<file path="src/rtl/vunpack_if.sv">
// Bundle of the vunpack handshake, data and status signals.
// The slave modport is the unpacker; the master modport is the producer/consumer side.
interface vunpack_if #(
    parameter int VLEN = 64
);
    logic            in_valid;
    logic            in_ready;
    logic [VLEN-1:0] in_data;
    logic [2:0]      in_sew;
    logic [3:0]      in_vl;
    logic            in_signed;
    logic [7:0]      in_mask;
    logic            out_valid;
    logic            out_ready;
    logic [VLEN-1:0] out_data;
    logic [2:0]      out_idx;
    logic            out_last;
    logic            err;

    modport slave (
        input  in_valid, in_data, in_sew, in_vl, in_signed, in_mask, out_ready,
        output in_ready, out_valid, out_data, out_idx, out_last, err
    );

    modport master (
        output in_valid, in_data, in_sew, in_vl, in_signed, in_mask, out_ready,
        input  in_ready, out_valid, out_data, out_idx, out_last, err
    );
endinterface

</file>
<file path="src/rtl/vunpack.sv">
// Unpacks a 64-bit packed vector into one sign/zero-extended element per cycle.
// Optional element masking is enabled by defining VUNPACK_MASK_EN.
module vunpack #(
    parameter int VLEN = 64
) (
    input  logic      clk,
    input  logic      rst_n,
    vunpack_if.slave  bus
);
    typedef enum logic {ST_IDLE, ST_STREAM} state_t;

    state_t          r_state;
    state_t          w_state_next;
    logic            r_rdy;
    logic [VLEN-1:0] r_data;
    logic [1:0]      r_sew;
    logic            r_signed;
    logic [3:0]      r_vl;
    logic [2:0]      r_idx;
    logic            r_err;

    logic [2:0]      w_idx_next;
    logic            w_err_next;
    logic            w_in_ready;
    logic            w_accept;
    logic            w_sew_bad;
    logic [3:0]      w_in_cap;
    logic [3:0]      w_eff_vl;
    logic [7:0]      w_mask_in;
    logic [7:0]      w_mask_cur;
    logic [7:0]      w_in_act;
    logic [7:0]      w_act;
    logic [7:0]      w_upto;
    logic [7:0]      w_above;
    logic            w_has_in;
    logic            w_has_next;
    logic [2:0]      w_first_in;
    logic [2:0]      w_next_idx;
    logic [6:0]      w_shamt;
    logic [VLEN-1:0] w_shifted;
    logic [VLEN-1:0] w_elem;

`ifdef VUNPACK_MASK_EN
    logic [7:0]      r_mask;

    always_ff @(posedge clk or negedge rst_n) begin
        if (!rst_n) begin
            r_mask <= '0;
        end else if (w_accept) begin
            r_mask <= bus.in_mask;
        end
    end

    assign w_mask_in  = bus.in_mask;
    assign w_mask_cur = r_mask;
`else
    assign w_mask_in  = '1;
    assign w_mask_cur = '1;
`endif

    function automatic logic [2:0] f_lowest(input logic [7:0] v);
        f_lowest = 3'd0;
        for (int k = 7; k >= 0; k--) begin
            if (v[k]) f_lowest = 3'(k);
        end
    endfunction

    // Effective length is the request clipped to how many elements fit at this SEW.
    assign w_sew_bad  = bus.in_sew[2];
    assign w_in_cap   = 4'd8 >> bus.in_sew[1:0];
    assign w_eff_vl   = (bus.in_vl < w_in_cap) ? bus.in_vl : w_in_cap;
    assign w_in_ready = (r_state == ST_IDLE) && r_rdy;
    assign w_accept   = bus.in_valid && w_in_ready;

    generate
        for (genvar gi = 0; gi < 8; gi++) begin : g_act
            assign w_in_act[gi] = (4'(gi) < w_eff_vl) && w_mask_in[gi];
            assign w_act[gi]    = (4'(gi) < r_vl) && w_mask_cur[gi];
        end
    endgenerate

    // Thermometer of indices 0..r_idx; anything active above it is still pending.
    assign w_upto     = (8'd2 << r_idx) - 8'd1;
    assign w_above    = w_act & ~w_upto;
    assign w_has_in   = |w_in_act;
    assign w_has_next = |w_above;
    assign w_first_in = f_lowest(w_in_act);
    assign w_next_idx = f_lowest(w_above);

    always_comb begin
        w_state_next = r_state;
        w_idx_next   = r_idx;
        w_err_next   = 1'b0;
        case (r_state)
            ST_IDLE: begin
                if (w_accept) begin
                    if (w_sew_bad) begin
                        w_err_next = 1'b1;
                    end else if (w_has_in) begin
                        w_state_next = ST_STREAM;
                        w_idx_next   = w_first_in;
                    end
                end
            end
            ST_STREAM: begin
                if (bus.out_ready) begin
                    if (w_has_next) begin
                        w_idx_next = w_next_idx;
                    end else begin
                        w_state_next = ST_IDLE;
                    end
                end
            end
            default: w_state_next = ST_IDLE;
        endcase
    end

    always_ff @(posedge clk or negedge rst_n) begin
        if (!rst_n) begin
            r_state <= ST_IDLE;
            r_idx   <= '0;
            r_err   <= 1'b0;
            r_rdy   <= 1'b0;
        end else begin
            r_state <= w_state_next;
            r_idx   <= w_idx_next;
            r_err   <= w_err_next;
            r_rdy   <= 1'b1;
        end
    end

    always_ff @(posedge clk or negedge rst_n) begin
        if (!rst_n) begin
            r_data   <= '0;
            r_sew    <= '0;
            r_signed <= 1'b0;
            r_vl     <= '0;
        end else if (w_accept) begin
            r_data   <= bus.in_data;
            r_sew    <= bus.in_sew[1:0];
            r_signed <= bus.in_signed;
            r_vl     <= w_eff_vl;
        end
    end

    // Bit offset of the current element is idx * 8 * 2^sew.
    assign w_shamt   = {1'b0, r_idx, 3'b000} << r_sew;
    assign w_shifted = r_data >> w_shamt;

    always_comb begin
        w_elem = w_shifted;
        case (r_sew)
            2'd0: w_elem = {{(VLEN-8){r_signed & w_shifted[7]}}, w_shifted[7:0]};
            2'd1: w_elem = {{(VLEN-16){r_signed & w_shifted[15]}}, w_shifted[15:0]};
            2'd2: w_elem = {{(VLEN-32){r_signed & w_shifted[31]}}, w_shifted[31:0]};
            default: w_elem = w_shifted;
        endcase
    end

    assign bus.in_ready  = w_in_ready;
    assign bus.out_valid = (r_state == ST_STREAM);
    assign bus.out_data  = w_elem;
    assign bus.out_idx   = r_idx;
    assign bus.out_last  = (r_state == ST_STREAM) && !w_has_next;
    assign bus.err       = r_err;
endmodule

</file>
<file path="src/flat_wrapper.sv">
// flat-port wrapper written by rule: the top's interface ports become plain ports
module vunpack_flat 
#(
    parameter int VLEN = 64
)
  (clk, rst_n, bus_in_valid, bus_in_data, bus_in_sew, bus_in_vl, bus_in_signed, bus_in_mask, bus_out_ready, bus_in_ready, bus_out_valid, bus_out_data, bus_out_idx, bus_out_last, bus_err);
  vunpack_if #(.VLEN(VLEN)) bus_i ();
  input  logic clk;
  input  logic rst_n;
  input wire logic [$bits(bus_i.in_valid)-1:0] bus_in_valid;
  input wire logic [$bits(bus_i.in_data)-1:0] bus_in_data;
  input wire logic [$bits(bus_i.in_sew)-1:0] bus_in_sew;
  input wire logic [$bits(bus_i.in_vl)-1:0] bus_in_vl;
  input wire logic [$bits(bus_i.in_signed)-1:0] bus_in_signed;
  input wire logic [$bits(bus_i.in_mask)-1:0] bus_in_mask;
  input wire logic [$bits(bus_i.out_ready)-1:0] bus_out_ready;
  output wire logic [$bits(bus_i.in_ready)-1:0] bus_in_ready;
  output wire logic [$bits(bus_i.out_valid)-1:0] bus_out_valid;
  output wire logic [$bits(bus_i.out_data)-1:0] bus_out_data;
  output wire logic [$bits(bus_i.out_idx)-1:0] bus_out_idx;
  output wire logic [$bits(bus_i.out_last)-1:0] bus_out_last;
  output wire logic [$bits(bus_i.err)-1:0] bus_err;
  assign bus_i.in_valid = bus_in_valid;
  assign bus_i.in_data = bus_in_data;
  assign bus_i.in_sew = bus_in_sew;
  assign bus_i.in_vl = bus_in_vl;
  assign bus_i.in_signed = bus_in_signed;
  assign bus_i.in_mask = bus_in_mask;
  assign bus_i.out_ready = bus_out_ready;
  assign bus_in_ready = bus_i.in_ready;
  assign bus_out_valid = bus_i.out_valid;
  assign bus_out_data = bus_i.out_data;
  assign bus_out_idx = bus_i.out_idx;
  assign bus_out_last = bus_i.out_last;
  assign bus_err = bus_i.err;
  vunpack #(.VLEN(VLEN)) u_core (.clk(clk), .rst_n(rst_n), .bus(bus_i));
endmodule
</file>
<file path="config.mk">
export PLATFORM = sky130hd
export DESIGN_NAME = vunpack_flat
export DESIGN_NICKNAME = d
export VERILOG_FILES = /design/src/rtl/vunpack_if.sv /design/src/rtl/vunpack.sv /design/src/flat_wrapper.sv
export SDC_FILE = /design/constraint.sdc
export NUM_CORES = 1
export LEC_CHECK = 0
export ABC_AREA = 1
export BUFFER_PORTS_ARGS = -buffer_cell sky130_fd_sc_hd__buf_4
export CORE_AREA = 3 3 107 120
export DETAILED_ROUTE_END_ITERATION = 10
export DIE_AREA = 0 0 110 123
export HOLD_SLACK_MARGIN = 0.05
export PLACE_DENSITY = 0.76
export SYNTH_ARGS = -nofsm -noshare
export SYNTH_HDL_FRONTEND = slang
export SYNTH_SLANG_ARGS = --single-unit
</file>
<file path="constraint.sdc">
create_clock -name clk -period 2.1 [get_ports clk]
set_clock_uncertainty 0.15 [all_clocks]
set_input_delay 0.105 -clock clk [delete_from_list [all_inputs] [get_ports clk]]
set_output_delay 0.105 -clock clk [all_outputs]
set_load 0.01 [all_outputs]
</file>
-- Word level (Yosys, flattened, before mapping)
Index checks and enable logic that the tools add are counted.
- register bits after elaboration: 77
- input bits: 84
- output and inout bits: 71
- logic and storage cells: 84
- $add $sub $neg: 1
- magnitude comparators: 17
- equality and inequality tests: 7
- shifts and indexed selects: 4
- multiplexer cells: 33
- bitwise gates (word level): 6
- reduce and logical (&&, ||, !) cells: 8
- operators by type and width (cell ; count):
    64-bit case mux with 3 select lines ; 1
    64-bit by 7-bit >> shifter with 64-bit output ; 1
    3-bit two-way mux ; 21
    3-bit by 4-bit < comparator with 1-bit output (first input constant) ; 8
    1-bit by 4-bit < comparator with 1-bit output (first input constant) ; 4
    2-bit by 4-bit < comparator with 1-bit output (first input constant) ; 4
    8-bit OR reduction ; 2
    8-bit AND ; 1
    1-bit two-way mux ; 8
    8-bit inverter ; 1
    2-bit by 3-bit << shifter with 8-bit output (first input constant) ; 1
    8-bit by 1-bit subtractor with 8-bit output (second input constant) ; 1
    6-bit by 2-bit << shifter with 7-bit output ; 1
    2-bit != test (second input constant) ; 3
    3-bit case mux with 2 select lines ; 1
    5-bit AND reduction ; 1
    4-bit < comparator ; 1
    4-bit two-way mux ; 1
    2-bit by 1-bit != test with 1-bit output (second input constant) ; 2
    4-bit by 2-bit >> shifter with 4-bit output (first input constant) ; 1
    1-bit AND ; 3
    1-bit logical AND ; 3
    2-bit by 1-bit equality test with 1-bit output (second input constant) ; 1
    2-bit equality test (second input constant) ; 1
    other kinds (4) ; 4

-- Depth between registers and ports, before layout
Gate-level depths: netlist of run 1.
- depth in word-level cells: 16
- gate-level depth with buffers: 17
- mapped depth without buffers: 17

-- Least setup slack after synthesis of run 1
No wires, ideal clock.
- kind: register to register
- start point: register u_core.r_idx[1], in the netlist u_core.bus.out_idx[1]
- end point: register u_core.r_idx[2], in the netlist u_core.bus.out_idx[2]
- setup time: 0.117 ns
- arrival time: 1.949 ns
- required time: 1.833 ns
- slack: -0.116 ns
- cell stages (with the launch flop): 17
- buffers on the path: 1
- period minus slack after synthesis: 2.216 ns
- cell sequence: dfrtp_1 -> buf_2 -> nor2_1 -> nand2_1 -> ha_1 -> inv_1 -> nor2_1 -> nand2_1 -> nand3_1 -> nand2_1 -> nor2_1 -> nand2_1 -> nand2_1 -> a21oi_1 -> nand2_1 -> nand2_1 -> nand2_1
- word-level cells in the longest chain between the ends: 15
- elaborated cells between the ends (all ways): 18
- those cells by class: add/sub: 1; eq/ne: 1; shift: 1; mux: 11; bitwise: 2; reduce/logical: 2
- RTL lines (item ; line ; text):
    from (decl) ; vunpack.sv:19 ; logic [2:0] r_idx;
    from (signal assigned) ; vunpack.sv:126 ; r_idx <= w_idx_next;
    2-bit by 3-bit << shifter with 8-bit output (*) ; vunpack.sv:83 ; assign w_upto = (8'd2 << r_idx) - 8'd1;
    8-bit by 1-bit subtractor with 8-bit output (*) ; vunpack.sv:83 ;
    8-bit inverter (*) ; vunpack.sv:84 ; assign w_above = w_act & ~w_upto;
    8-bit AND (*) ; vunpack.sv:84 ;
    3-bit two-way mux (8 in a row) ; vunpack.sv:64 ; if (v[k]) f_lowest = 3'(k);
    3-bit two-way mux ; vunpack.sv:107 ; if (w_has_next) begin
    3-bit two-way mux ; vunpack.sv:106 ; if (bus.out_ready) begin
    3-bit case mux with 2 select lines ; vunpack.sv:94 ; case (r_state)
Mark *: on every way between the ends. The rest lies on a longest branch, timed or not. The select of a mux whose other input is x is not followed.
A chain may end at the register's enable or synchronous reset.

-- Worst setup path after layout of run 1
- start point: register u_core.r_sew[0]
- end point: output port bus_out_data[17]
- word-level cells in the longest chain between the ends: 4
- elaborated cells between the ends (all ways): 8
- those cells by class: eq/ne: 2; shift: 2; mux: 1; bitwise: 2; reduce/logical: 1
- RTL lines (item ; line ; text):
    from (decl) ; vunpack.sv:16 ; logic [1:0] r_sew;
    from (signal assigned) ; vunpack.sv:140 ; r_sew <= bus.in_sew[1:0];
    6-bit by 2-bit << shifter with 7-bit output ; vunpack.sv:147 ; assign w_shamt = {1'b0, r_idx, 3'b000} << r_sew;
    64-bit by 7-bit >> shifter with 64-bit output ; vunpack.sv:148 ; assign w_shifted = r_data >> w_shamt;
    1-bit AND (on tied branches) ; vunpack.sv:154, vunpack.sv:153 ;
    64-bit case mux with 3 select lines (*) ; vunpack.sv:152 ; case (r_sew)
    to (decl) ; flat_wrapper.sv:19 ; output wire logic [$bits(bus_i.out_data)-1:0] bus_out_data;
Mark *: on every way between the ends. The rest lies on a longest branch, timed or not.

==> results of run 1 <==
[registers in the layout, summed over array words and instances (netlist names)]
signal and count:
u_core.r_data 64, u_core.r_vl 4, u_core.bus.out_idx 3, u_core.r_sew 2, u_core.bus.err 1, u_core.bus.out_valid 1
u_core.r_rdy 1, u_core.r_signed 1
[power groups by stage]
stage | logic (mW) | clock network (mW) | registers [mW]
floorplan | 6.75 | 0 | 2.29
global placement | 12.0 | 0 | 2.39
detailed placement | 12.2 | 0 | 2.42
CTS | 14.1 | 1.86 | 2.42
global route | 16.9 | 1.94 | 2.52
finish | 15.9 | 1.87 | 2.49
[kinds of logic (layout without fill, tap and decap cells)]
group | after synthesis | in the layout | share of synthesized area, %
other | 1 | 1 | 0.0670
multiplexers | 33 | 33 | 6.64
buffers and inverters | 126 | 415 | 9.97
AND/OR/NAND/NOR | 373 | 374 | 28.7
AO/OA/AOI/OAI | 195 | 195 | 19.1
adder cells (fa/ha/maj) | 5 | 5 | 1.12
flip-flops | 77 | 77 | 34.4
[layout by cell type, fill, tap and decap left out, drive strengths merged]
cell | synthesis | routed
mux2 | 33 | 33
a21oi | 69 | 69
nor2 | 84 | 84
dfrtp | 77 | 77
nand3 | 32 | 32
dlygate4sd3 | 0 | 73
o221ai | 1 | 1
nand2 | 222 | 223
o21ai | 101 | 101
o22ai | 2 | 2
a31oi | 1 | 1
inv | 66 | 67
nand4 | 33 | 33
conb | 1 | 1
nor3 | 1 | 1
o211ai | 21 | 21
ha | 5 | 5
or2 | 1 | 1
bufbuf | 0 | 4
bufinv | 0 | 3
buf | 31 | 250
clkbuf | 29 | 18
[path summary, 6_finish.rpt]
check	start	endpoint	slack, ns	cells after the start
worst max-delay path	u_core.r_sew[0]	bus_out_data[17]	-0.55	11
worst min-delay path	bus_in_vl[1]	u_core.r_vl[1]	0.06	5
worst max register to register	u_core.bus.out_idx[0]	u_core.bus.out_idx[1]	-0.35	18
worst min register to register	u_core.r_data[6]	u_core.r_data[6]	0.36	1
max in group asynchronous	rst_n	u_core.r_data[59]	0.41	3
min in group asynchronous	rst_n	u_core.r_data[25]	0.15	3
[final cells by class]
cell class,count,area (sq um)
fillers,750,2520
flip-flops and latches,77,1930
clock buffers,13,270
repair inverters,1,11.3
well taps,154,193
repair buffers,332,3110
clock inverters,3,90.1
inverters,66,265
multi-input cells,608,3430
[what timing repair did]
action                                  CTS  global route
buffers inserted                         24             4
pin swaps                                38            24
hold endpoints to repair                148             0
endpoints found under the setup margin   69            69
resized for setup                       114            45
hold buffers                             73             0
gates cloned                              6             5
[per-layer routing]
metal | up-vias | global-route usage, % | wire [microns]
met3 | 141 | 6.32 | 2450
met4 | 0 | 14.5 | 1280
li1 | 3278 | - | -
met2 | 553 | 50.8 | 10700
met5 | - | 0 | 0
met1 | 3330 | 41.4 | 8620
[worst min-delay path: cells and delay by family]
kind / cells / cell delay, ns
AO/OA/AOI/OAI: 1 / 0.05
buffers and inverters: 1 / 0.12
AND/OR/NAND/NOR: 3 / 0.23
[through the flow]
stage / instance area (sq um) / util [%]
2_1_floorplan: 5610 / -
3_3_place_gp: 7330 / 62.0
3_5_place_dp: 7330 / 62.0
4_1_cts: 9010 / 76.2
5_1_grt: 9300 / 78.7
6_report: 9300 / 78.7
==> run_results.csv, run 1 <==
group,metric,value,unit
outcome,status,"finished with violations",
outcome,violations,"negative setup slack",
place,gp_congestion,0.908,
clock_network,clock_sinks,77,
flow_run,drv_cap,0,
logic_synthesis,async_flop_share,100,%
sta,drv_slew,0,
logic_synthesis,seq_area_frac_synth,34.4,%
critical_path,worstSetupPathType,"flip-flop to output pin",
sta,timing.final.crit_period,2.65,ns
worst_hold_path,min_path_type,"input pin to flip-flop",
clock_network,htree_levels,3,
logic_synthesis,synthCells,810,
critical_path,endpoint_kind,"output pin",
drt,drc,0,
global_route,grt_overflow,0,
place,dp_hpwl,13300,microns
drt,ant_nets,0,
drt,dr.pass1.iters,7,
final_layout,final_nets,1184,
clock_network,numCtsBuffers,9,
power,power.switching,9.47,mW
critical_path,worst-path-buf-inv,3,
critical_path,slowest_stage,"dfrtp_2",
power,combPwrFrac,78.4,%
logic_synthesis,ys_top_cells_by_count,"nand2_1 (209), o21ai_0 (92), nor2_1 (80)",
logic_synthesis,synth_edf_count,0,
sta,setup_tns,-32.49,ns
power,powerDensity,2180,mW/mm^2
final_layout,syn2layout_area_growth,66.2,%
sta,setup_viol,69,
clock_network,cts_tree,"yes",
clock_network,clockBufferDepth,2,
drt,drt-initial-drc-count,1042,
logic_synthesis,syn_avg_cell_area,6.91,sq um
floorplanning,start_util,47.3,%
place,port_buffers,146,
critical_path,cp.required,1.85,ns
power,ir_worst_vdd,1.81,mV
critical_path,max_stage_delay,0.46,ns
logic_synthesis,syn_area,0.00560,sq mm
floorplanning,die_w,110,microns
final_layout,antenna_cells,0,
global_route,grt_max_degree,73,
power,power.leakage,4.74,nW
floorplanning,die_area,0.0135,sq mm
sta,max_freq,0.377,GHz
global_route,grt_pass1_wl,33800,microns
logic_synthesis,synthDistinctLibCells,35,
power,p_int,10.8,mW
global_route,antenna_found_initial,0,
logic_synthesis,ys_top_cells_by_area,"dfrtp_1 (34%), nand2_1 (14%), o21ai_0 (8.2%), mux2_2 (6.6%), a21oi_1 (6.0%)",
final_layout,instances_no_fill,1254,
power,clockPowerShare,9.2,%
global_route,grt_pass1_vias,6753,
critical_path,crit_path_cell_trace,"nor2_4 -> nand2_4 -> inv_4 -> buf_4 -> nand2_1 -> o21ai_0 -> o21ai_0 -> a21oi_1 -> o21ai_1 -> nand2_2 -> buf_4",
sta,finalCritPeriodShare,126,%
critical_path,cp-start-kind,"flip-flop",
place,dp_cells,1127,
place,dpl_worst_slack,-0.277,ns
floorplanning,core-area,0.0118,sq mm
sta,slew-limit-headroom,44.2,%
critical_path,arrival,2.40,ns
sta,worstMarginPinSlew,0.834,ns
logic_synthesis,yosysTopAreaCell,"dfrtp_1",
critical_path,cp_max_fo,13,
drt,wl_per_cell,18.3,microns
power,p_seq_share,12.3,%
logic_synthesis,synth_top_area_share,34.4,%
drt,routed_wl,23000,microns
drt,vias_per_cell,5.82,
global_route,grt_use_total,31.8,%
sta,timing.hold.ws,0.0579,ns
floorplanning,ios,155,
sta,finalWorstSetupSlack,-0.555,ns
logic_synthesis,synth_warnings,0,
clock_network,cts_root_buf,"clkbuf_16",
clock_network,clkSlewWorstSetupHoldPaths,0.06,ns
critical_path,critPathTopFamily,"compound AO/OA/AOI/OAI gates",
logic_synthesis,yosysMostFrequentCell,"nand2_1",
drt,via_count,7302,
sta,rsz0062_at_grt,"yes",
clock_network,clk_latency,0.34,ns
logic_synthesis,syn-num-nets,899,
power,swShare,46.8,%
power,p_total,20.2,mW
logic_synthesis,ys_seq_elements,77,
logic_synthesis,synth_ff_type,"dfrtp_1",
floorplanning,rows,42,
floorplanning,die_height,123,microns
final_layout,drive_gt1_share,37.5,%
sta,finalHoldViolCount,0,
No activity file was read; power rests on OpenSTA's default activity.
==> run 2, diff against run 1 <==
- PLACE_DENSITY: 0.76 -> 0.75
==> run_results.csv, run 2 (synthesis results as in run 1) <==
group,metric,value,unit
outcome,status,"finished with violations",
outcome,violations,"negative setup slack",
global_route,grt_use_met2,46.9,%
sta,finalCritPeriodShare,129,%
critical_path,cp_max_fo,34,
sta,slew-limit-headroom,66.8,%
final_layout,final_common_cell,"buf_4",
critical_path,critPathMostFrequentCell,"o21ai_0",
clock_network,cts_root_buf,"clkbuf_16",
power,ir_worst_vdd,1.97,mV
global_route,grt_max_degree,70,
place,gp_congestion,0.940,
power,p_total,18.6,mW
critical_path,arrival,2.46,ns
sta,finalHoldViolCount,0,
critical_path,endpoint_kind,"output pin",
final_layout,syn2layout_area_growth,60.1,%
critical_path,worstSetupPathType,"flip-flop to output pin",
sta,worstMarginPinSlew,0.496,ns
sta,setup_viol,69,
global_route,grt_use_total,29.4,%
drt,ant_nets,0,
drt,routed_wl,21100,microns
place,dp_cells,1121,
drt,vias_per_cell,5.53,
drt,via_count,6867,
place,dp_hpwl,13300,microns
global_route,use_met3,4.75,%
sta,max_freq,0.368,GHz
sta,drv_slew,0,
place,port_buffers,146,
sta,rsz0062_at_grt,"yes",
sta,timing.final.crit_period,2.71,ns
final_layout,fillers,841,
final_layout,antenna_cells,0,
sta,timing.hold.ws,0.0730,ns
global_route,grt-busiest-layer,"met2",
worst_hold_path,min_path_type,"input pin to flip-flop",
floorplanning,core-area,0.0118,sq mm
floorplanning,die_area,0.0135,sq mm
final_layout,final_nets,1172,
critical_path,startpoint,"u_core.r_sew[0]",
clock_network,cts_tree,"yes",
global_route,grt_overflow,0,
final_layout,drive_gt1_share,35.0,%
floorplanning,start_util,47.3,%
critical_path,worstReg2RegStart,"u_core.bus.out_idx[0]",
floorplanning,ios,155,
drt,drt-initial-drc-count,904,
critical_path,cp.required,1.85,ns
final_layout,multiInputGateArea,0.00337,sq mm
final_layout,instances_no_fill,1242,
global_route,antenna_found_initial,0,
drt,dr.pass1.iters,6,
floorplanning,die_height,123,microns
clock_network,clockBufferDepth,2,
floorplanning,rows,42,
clock_network,numCtsBuffers,9,
global_route,grt_util_met1,41.0,%
drt,drc,0,
critical_path,rrSetupSlack,-0.29,ns
critical_path,crit_path_cell_trace,"nor2_4 -> nand2_4 -> bufbuf_16 -> nand2_1 -> o21ai_0 -> o21ai_1 -> o21ai_0 -> a21oi_1 -> buf_4",
global_route,grt_pass1_wl,31000,microns
flow_run,drv_cap,0,
power,powerDensity,2080,mW/mm^2
final_layout,largest_reg_flops,64,
final_layout,layout_common_cells,"buf_4 (218), nand2_1 (192), dfrtp_1 (74), nor2_1 (73), dlygate4sd3_1 (73)",
sta,setup_tns,-30.12,ns
floorplanning,die_w,110,microns
critical_path,slowest_stage,"dfrtp_2",
critical_path,reg2reg_depth,17,
clock_network,htree_levels,3,
final_layout,register_area,0.00193,sq mm
critical_path,max_stage_delay,0.45,ns
critical_path,endpoint,"bus_out_data[3]",
global_route,grt_pass1_vias,6192,
sta,finalWorstSetupSlack,-0.614,ns
final_layout,final_util,75.8,%
critical_path,cp-start-kind,"flip-flop",
critical_path,timing.rr.end,"u_core.bus.out_idx[0]",
final_layout,largest_register,"u_core.r_data",
power,power.leakage,4.59,nW
clock_network,clock_sinks,77,
clock_network,clkSlewWorstSetupHoldPaths,0.06,ns
clock_network,clk_latency,0.34,ns
drt,wl_per_cell,17.0,microns
## run 2: power by group
group          internal [mW]  switching [mW]
registers               2.03           0.428
logic                   6.90            7.83
clock network          0.797           0.611
## run 2: routing by layer
layer / wire length, microns / share of wire, %
met1: 8640 / 41
met2: 10100 / 48
met4: 529 / 2.5
met3: 1890 / 8.9
met5: 0 / 0
## run 2: critical path, delay by kind of cell, from the launching register on
family | cells | cell delay [ns]
AOI/OAI and AO/OA | 4 | 0.73
buffers and inverters | 2 | 0.53
and+or+nand+nor | 3 | 0.41
DFF | 1 | 0.45
## run 2: layout make-up
| type | instances | area share [%] |
|---|---|---|
| clock buffers | 10 | 2.56 |
| clock inverters | 6 | 0.447 |
| inverters | 66 | 2.93 |
| multi-input cells | 608 | 37.6 |
| flip-flops and latches | 77 | 21.5 |
| well taps | 154 | 2.15 |
| repair buffers | 321 | 32.8 |
## run 2: how the worst min path moves through the flow
stage / start / endpoint / slack, ns / cells past startpoint
floorplan: rst_n / u_core.bus.err / -0.34 / 0
global placement: rst_n / u_core.r_data[24] / -0.06 / 1
detailed placement: rst_n / u_core.r_data[24] / -0.06 / 1
CTS: bus_in_vl[3] / u_core.r_vl[3] / 0.07 / 4
global route: bus_in_vl[3] / u_core.r_vl[3] / 0.11 / 4
finish: bus_in_sew[0] / u_core.r_vl[1] / 0.07 / 6
## run 2: through the flow
stage               setup WS (ns)  cell area, sq um
global placement           -0.204              7280
detailed placement         -0.199              7280
global route               -0.673              8960
CTS                        -0.428              8550
floorplan                 0.00829              5610
finish                     -0.614              8960
## run 2: timing repair
item / CTS / global route
setup endpoints to repair: 69 / 69
hold endpoints to repair: 137 / 0
pin swaps: 11 / 30
hold buffers: 73 / 0
gates cloned: 6 / 5
resized for setup: 43 / 73
buffers inserted: 12 / 9
